<file path="src/rtl/registered_channel_mux_module_pkg.sv">
// Shared definitions for the registered channel multiplexer family:
// mode encodings and a modulo pointer helper.
package registered_channel_mux_module_pkg;

  localparam logic MODE_FIXED = 1'b0;
  localparam logic MODE_RR    = 1'b1;

  function automatic int wrap_next(input int idx, input int channels);
    return (idx == channels - 1) ? 0 : idx + 1;
  endfunction

endpackage

</file>
<file path="src/rtl/registered_channel_mux_module_arbiter.sv">
// Round-robin arbiter: grants the first requesting channel at or after rr_ptr,
// and moves the pointer past the winner when told a transfer happened.
module round_robin_arbiter_module
  import registered_channel_mux_module_pkg::*;
#(
  parameter int CHANNELS = 4,
  parameter int SEL_W    = 2
) (
  input  logic                clk,
  input  logic                reset_n,
  input  logic [CHANNELS-1:0] req,
  input  logic                advance,
  output logic [SEL_W-1:0]    grant,
  output logic                grant_valid
);

  logic [SEL_W-1:0] rr_ptr;

  // Rotating priority search; the first hit stops further updates.
  always_comb begin
    int idx;
    idx         = 0;
    grant       = '0;
    grant_valid = 1'b0;
    for (int i = 0; i < CHANNELS; i++) begin
      idx = int'(rr_ptr) + i;
      if (idx >= CHANNELS) idx = idx - CHANNELS;
      if (!grant_valid && req[idx]) begin
        grant       = SEL_W'(idx);
        grant_valid = 1'b1;
      end
    end
  end

  always_ff @(posedge clk or negedge reset_n) begin
    if (!reset_n) begin
      rr_ptr <= '0;
    end else if (advance && grant_valid) begin
      rr_ptr <= SEL_W'(wrap_next(int'(grant), CHANNELS));
    end
  end

endmodule

</file>
<file path="src/rtl/registered_channel_mux_module.sv">
// N:1 channel multiplexer with a registered output stage and valid/ready on
// every port; channel chosen by sel (fixed mode) or round-robin.
module registered_channel_mux_module
  import registered_channel_mux_module_pkg::*;
#(
  parameter int WIDTH    = 8,
  parameter int CHANNELS = 4,
  parameter int SEL_W    = 2
) (
  input  logic                      clk,
  input  logic                      reset_n,
  input  logic [CHANNELS*WIDTH-1:0] in_data,
  input  logic [CHANNELS-1:0]       in_valid,
  output logic [CHANNELS-1:0]       in_ready,
  input  logic [SEL_W-1:0]          sel,
  input  logic                      mode,
  output logic [WIDTH-1:0]          out_data,
  output logic [SEL_W-1:0]          out_chan,
  output logic                      out_valid,
  input  logic                      out_ready
);

  localparam int PAD = 1 << SEL_W;

  if (SEL_W != $clog2(CHANNELS) || CHANNELS < 2 || CHANNELS > 16) begin : g_bad_params
    $error("registered_channel_mux_module: SEL_W must equal clog2(CHANNELS), CHANNELS in 2..16");
  end

  logic [PAD-1:0]   valid_pad;
  logic             fixed_valid;
  logic [SEL_W-1:0] rr_grant;
  logic             rr_valid;
  logic [SEL_W-1:0] grant;
  logic             grant_valid;
  logic             load_en;
  logic             transfer;
  logic [WIDTH-1:0] grant_data;

  // Padding to a power of two makes an out-of-range sel read as "not valid".
  assign valid_pad   = PAD'(in_valid);
  assign fixed_valid = valid_pad[sel];

  round_robin_arbiter_module #(
    .CHANNELS (CHANNELS),
    .SEL_W    (SEL_W)
  ) u_arbiter (
    .clk         (clk),
    .reset_n     (reset_n),
    .req         (in_valid),
    .advance     (transfer && (mode == MODE_RR)),
    .grant       (rr_grant),
    .grant_valid (rr_valid)
  );

  assign grant       = (mode == MODE_RR) ? rr_grant : sel;
  assign grant_valid = (mode == MODE_RR) ? rr_valid : fixed_valid;
  assign load_en     = !out_valid || out_ready;
  assign transfer    = load_en && grant_valid;
  assign grant_data  = in_data[int'(grant)*WIDTH +: WIDTH];

  // Reset gates the accept so no producer sees a handshake while held in reset.
  always_comb begin
    in_ready = '0;
    if (reset_n && transfer) in_ready[grant] = 1'b1;
  end

  always_ff @(posedge clk or negedge reset_n) begin
    if (!reset_n) begin
      out_valid <= 1'b0;
      out_data  <= '0;
      out_chan  <= '0;
    end else if (load_en) begin
      out_valid <= grant_valid;
      if (grant_valid) begin
        out_data <= grant_data;
        out_chan <= grant;
      end
    end
  end

endmodule

</file>
<file path="config.mk">
export PLATFORM = sky130hd
export DESIGN_NAME = registered_channel_mux_module
export DESIGN_NICKNAME = d
export VERILOG_FILES = /design/src/rtl/registered_channel_mux_module_pkg.sv /design/src/rtl/registered_channel_mux_module_arbiter.sv /design/src/rtl/registered_channel_mux_module.sv
export SDC_FILE = /design/constraint.sdc
export NUM_CORES = 1
export LEC_CHECK = 0
export ABC_AREA = 1
export CORE_ASPECT_RATIO = 1.2
export CORE_MARGIN = 2
export CORE_UTILIZATION = 42
export DETAILED_ROUTE_END_ITERATION = 10
export PLACE_DENSITY = 0.8
export SLEW_MARGIN = 20
export SYNTH_ARGS = -nofsm -noshare
export SYNTH_HDL_FRONTEND = slang
export SYNTH_SLANG_ARGS = --single-unit
</file>
<file path="constraint.sdc">
create_clock -name clk -period 2.2 [get_ports clk]
set_clock_uncertainty 0.05 [all_clocks]
set_input_delay 0.33 -clock clk [delete_from_list [all_inputs] [get_ports clk]]
set_output_delay 0.33 -clock clk [all_outputs]
set_load 0.02 [all_outputs]
</file>
* After elaboration in Yosys (flattened, before gate mapping)
Index checks and enable logic that the tools add are counted.
** Cells by class
- Add/sub/neg operators :: 8
- Order comparisons :: 11
- Equal/unequal tests :: 1
- Shifts and indexed selects :: 1
- Muxes and demuxes :: 32
- Reductions and logical operators :: 14
** Operator list (number)
- $lt A32 B4 Y1 const B :: 4
- $mux W32 :: 4
- $ge A32 B4 Y1 const B :: 3
- $sub A32 B4 Y32 const B :: 3
- $shiftx A32 B6 Y8 :: 1
- $mux W1 :: 15
- $mux W2 :: 6
- $bmux W1 S2 :: 5
- $logic_and A1 B1 Y1 :: 8
- $add A2 B2 Y3 const B :: 2
- $lt A2 B3 Y1 const B :: 2
- $logic_not A1 Y1 :: 4
- $mux W4 :: 1
- $sub A2 B3 Y4 const B :: 1
- $add A2 B1 Y3 const B :: 1
- $ge A2 B3 Y1 const B :: 1
- $add A2 B1 Y2 const B :: 1
- $demux W1 S2 :: 1
- $eq A2 B1 Y1 const B :: 1
- $ge A2 B1 Y1 const B :: 1
- $reduce_and A2 Y1 :: 1
- $logic_or A1 B1 Y1 :: 1
** Storage, ports and cells
- Bits in registers :: 13
- Bits of input ports :: 42
- Output and inout port bits :: 15
- Logic and storage cells :: 71

* Depth between registers and ports, before layout
- Word-level depth :: 21
- Gate-level depth with buffers :: 18
- Gate-level depth less buffers :: 17

* Modules after synthesis
Synthesis repeated with hierarchy kept, for this count alone.
** Unflattened totals
- Cell total of the unflattened synthesis :: 245
- Area total of the unflattened synthesis :: 1413.9 um2
** Modules (own cells, without submodules)
- registered_channel_mux_module :: instances 1, cells each 165, area each 997.2 um2, sequential area each 275.3 um2
- round_robin_arbiter_module :: instances 1, cells each 80, area each 416.6 um2, sequential area each 50.0 um2

* Least setup slack after synthesis
No wires, ideal clock.
- Path type :: reg2out
- From :: reg u_arbiter.rr_ptr[0]
- To :: out in_ready[0]
- Data arrival time :: 1.858 ns
- Required time :: 1.820 ns
- Setup slack :: -0.038 ns
- Cell stages (with the launch flop) :: 13
- Path buffers :: 1
- Cell sequence :: dfrtp_1 inv_2 nand2_1 nand3_1 nand2_1 nor2_2 nand3_2 nand3_2 nand2_4 buf_8 nand2_4 inv_2 nor3_1
** On the way
- Cells in the longest elaborated chain, start to end :: 21
- Elaborated cells between the ends (all ways) :: 51
- Classes of those cells :: add/sub (7); order compare (6); mux (29); reduce/logical (9)
** Ends and longest elaborated chain
- from (decl) :: RTL line registered_channel_mux_module_arbiter.sv:17 : logic [SEL_W-1:0] rr_ptr;
- from (signal assigned) :: RTL line registered_channel_mux_module_arbiter.sv:39 : rr_ptr <= SEL_W'(wrap_next(int'(grant), CHANNELS));
- branches (longest 20 deep; another with $sub A32 B4 Y32)
- $mux W4 (*) :: RTL line registered_channel_mux_module.sv:64 : if (reset_n && transfer) in_ready[grant] = 1'b1;
- to (decl) :: RTL line registered_channel_mux_module.sv:14 : output logic [CHANNELS-1:0] in_ready,
Every way passes the cells marked *. The select of a mux whose other input is x is not followed.

* Worst setup path in the final report
Ends and elaborated chain as after synthesis.

==> results.py <==
metrics = {
    "place": {
        "numPortBuffers": 56,
        "dp_slack_ns": -0.720,
        "gp_congestion": 0.821,
        "postPlaceCellArea_sq_um": 2000,
        "dp_hpwl_um": 3050,
    },
    "clock_network": {
        "cts_made_buffers": 3,
        "path_clk_slew_ns": 0.08,
        "cts_sinks": 13,
        "htreeDepth": 1,
        "cts_hold_buf": 0,
        "clockBufferDepth": 2,
        "insertion_delay_ns": 0.27,
        "cts_tree": "yes",
        "root_buffer": "clkbuf_4",
    },
    "worst_setup_path": {
        "worst-path-buf-inv": 3,
        "worstSetupPathType": "reg -> out",
        "worstRegToRegCells": 17,
        "cp_data_arrival_time_ns": 2.08,
        "r2r_start": "u_arbiter.rr_ptr[0]$_DFFE_PN0P_",
        "r2r_setup_slack_ns": 0.06,
        "slowest_delay_ns": 0.47,
        "cpMostUsedCell": "nand2_1",
        "critPathLaunchType": "flip-flop",
        "reg2reg_to": "out_data[3]$_DFFE_PN0N_",
        "cp_data_required_time_ns": 1.82,
        "end_kind": "primary output",
        "path_delay_family": "simple AND/OR/NAND/NOR gates",
        "crit_fanout": 5,
        "crit_slowest_cell": "dfrtp_2",
        "worstPathCellList": "buf_6 -> nand2_1 -> nand2_1 -> nand2_1 -> o21ai_2 -> nand3_2 -> nand2_2 -> nand3_2 -> nand2_2 -> inv_2 -> nand2_4 -> nor3_2 -> buf_4",
    },
    "drt": {
        "wire_per_inst_um": 13.1,
        "drt_wl_total_um": 4450,
        "first_iter_violations": 27,
        "dr.pass1.iters": 4,
        "vias": 1740,
        "drc_errors": 0,
        "ant_nets": 0,
        "via_per_inst": 5.13,
    },
    "die": {
        "io_pins": 57,
        "fp-row-count": 22,
        "die_h_um": 64.6,
        "initial_core_util_pct": 42.8,
        "core_area_sq_um": 3000,
        "die_w_um": 54.5,
        "die-area_sq_um": 3520,
    },
    "power": {
        "internal-power_mw": 1.38,
        "clkPwrFrac_pct": 5.1,
        "p_comb_share_pct": 79.4,
        "p_seq_share_pct": 15.5,
        "irDropWorstVdd_v": 0.000942,
        "finalPower_mw": 2.84,
        "power.density_nw_per_um2": 1260,
        "p_sw_mw": 1.47,
        "swShare_pct": 51.6,
        "p_leak_nw": 1.16,
    },
    "status": {
        "violations": "setup timing",
        "outcome": "finished, violations left",
    },
    "yosys": {
        "ys_seq_area_share_pct": 25.3,
        "synth_area_sq_um": 1280,
        "synth_cells": 219,
        "yosys_warnings": 0,
        "synth_nets": 261,
        "synth.ff_latch_count": 13,
        "synth_cell_type_count": 21,
        "syn_area_per_cell_sq_um": 5.87,
    },
    "global_route": {
        "grt_pass1_wl_um": 6830,
        "grt_pass1_vias": 1647,
        "grt_antenna_before_repair": 0,
        "grt.overflow.total": 0,
        "grt_max_degree": 17,
        "grt.total_usage_pct": 26.2,
    },
    "cells_and_area": {
        "drive_above_1_share_pct": 31.7,
        "area_delta_synth_final_pct": 75.2,
        "final_common_cell": "nand2_1",
        "n_antenna_cell": 0,
        "fillerInstances": 244,
        "fin_nets": 346,
        "design_area_sq_um": 2250,
        "final_cell_mix": "nand2_1, clkdlybuf4s50_1, nand3_1, buf_4, nand2_2",
    },
    "min_path": {
        "hold_depth": 2,
        "hold_start": "out_chan[1]$_DFFE_PN0N_",
        "hp-class": "reg -> reg",
        "hold_path_end": "out_chan[1]$_DFFE_PN0N_",
    },
    "sta": {
        "slew_headroom_pct": 65.5,
        "finalCritPeriodShare_pct": 112,
        "finalWorstSetupSlack_ns": -0.261,
        "layout_min_cycle_time_ns": 2.46,
        "rsz0062_at_grt": "yes",
        "fin_hold_ws_ns": 0.439,
        "finalSetupViolCount": 4,
        "fmax_ghz": 0.406,
        "hold_viol": 0,
        "final-max-slew-violation-count": 0,
        "worst_pin_slew_ns": 0.517,
    },
    "flow_run": {
        "cap_violations": 0,
    },
}
repair_timing:
item | 4_1_cts | 5_1_grt
gates resized for setup | 60 | 12
endpoints found under the setup margin | 4 | 12
pin swaps | 13 | 9
buffers inserted | 7 | 1
gates cloned | 1 | 1
Yosys cell counts (all sizes together):
cell type | n | area, sq um
a21oi | 2 | 10.0
buf | 7 | 62.6
clkbuf | 1 | 3.75
dfrtp | 13 | 325
inv | 17 | 63.8
nand2 | 121 | 507
nand3 | 40 | 210
nor2 | 2 | 10.0
nor3 | 5 | 25.0
o21ai | 9 | 52.6
or2 | 1 | 6.26
xor2 | 1 | 8.76
tightest hold or removal path: stages (launching register included):
cell and delay, ns:
dfrtp_1 0.35, nand2_1 0.05, o21ai_0 0.06
cell families after synthesis:
kind of cell              count (synthesis)  synth area share, %
buffers and inverters                    25                 10.1
DFF                                      13                 25.3
and+or+nand+nor                         169                 59.0
xor gates and xnor gates                  1                0.682
AOI/OAI and AO/OA                        11                 4.87
power groups by stage:
| stage | Clock (mW) | Combinational (mW) | Sequential, mW |
|---|---|---|---|
| final | 0.144 | 2.26 | 0.442 |
| after global routing | 0.158 | 2.45 | 0.455 |
| after CTS | 0.146 | 2.05 | 0.435 |
| after detailed placement | 0 | 1.79 | 0.423 |
| after global placement | 0 | 1.77 | 0.424 |
| after floorplan | 0 | 1.08 | 0.525 |
through the flow:
stage	instances	setup TNS (ns)	util (%)
2_1_floorplan	219	-0.119	-
3_3_place_gp	326	-3.12	66.6
3_5_place_dp	326	-3.46	66.6
4_1_cts	338	-0.679	73.4
5_1_grt	339	-1.62	75.0
6_report	339	-1.01	75.0
area by class of cell:
| cell class | count | area, sq um | area share (%) |
|---|---|---|---|
| multi-input combinational | 182 | 985 | 43.7 |
| timing repair buffer | 86 | 786 | 34.9 |
| sequential | 13 | 328 | 14.6 |
| inverter | 17 | 73.8 | 3.28 |
| tap | 36 | 45.0 | 2.00 |
| clock buffer | 4 | 26.3 | 1.17 |
| timing repair inverter | 1 | 7.51 | 0.334 |
registers in the layout, indices dropped and copies added (netlist names):
name,flops
out_data,8
out_chan,2
u_arbiter.rr_ptr,2
out_valid,1
metal layers:
layer | part of all wire [%] | routed length [um] | up-vias | global-route usage [%]
li1 | - | - | 864 | -
met1 | 37 | 1620 | 794 | 26.8
met2 | 55 | 2440 | 72 | 50.2
met3 | 6.3 | 282 | 10 | 7.14
met4 | 2.2 | 99 | 0 | 5.31
met5 | 0 | 0 | - | 0
worst max-delay path by stage:
stage                                          from          end  slack (ns)  cells after the start
floorplan           u_arbiter.rr_ptr[0]$_DFFE_PN0P_  in_ready[0]       -0.04                     12
global placement                        in_valid[0]  in_ready[1]       -0.71                     14
detailed placement                      in_valid[2]  in_ready[2]       -0.72                     14
CTS                 u_arbiter.rr_ptr[0]$_DFFE_PN0P_  in_ready[3]       -0.18                     14
global route        u_arbiter.rr_ptr[0]$_DFFE_PN0P_  in_ready[3]       -0.34                     14
finish              u_arbiter.rr_ptr[0]$_DFFE_PN0P_  in_ready[0]       -0.26                     13
Note: power is estimated with default switching activity, not from simulation.
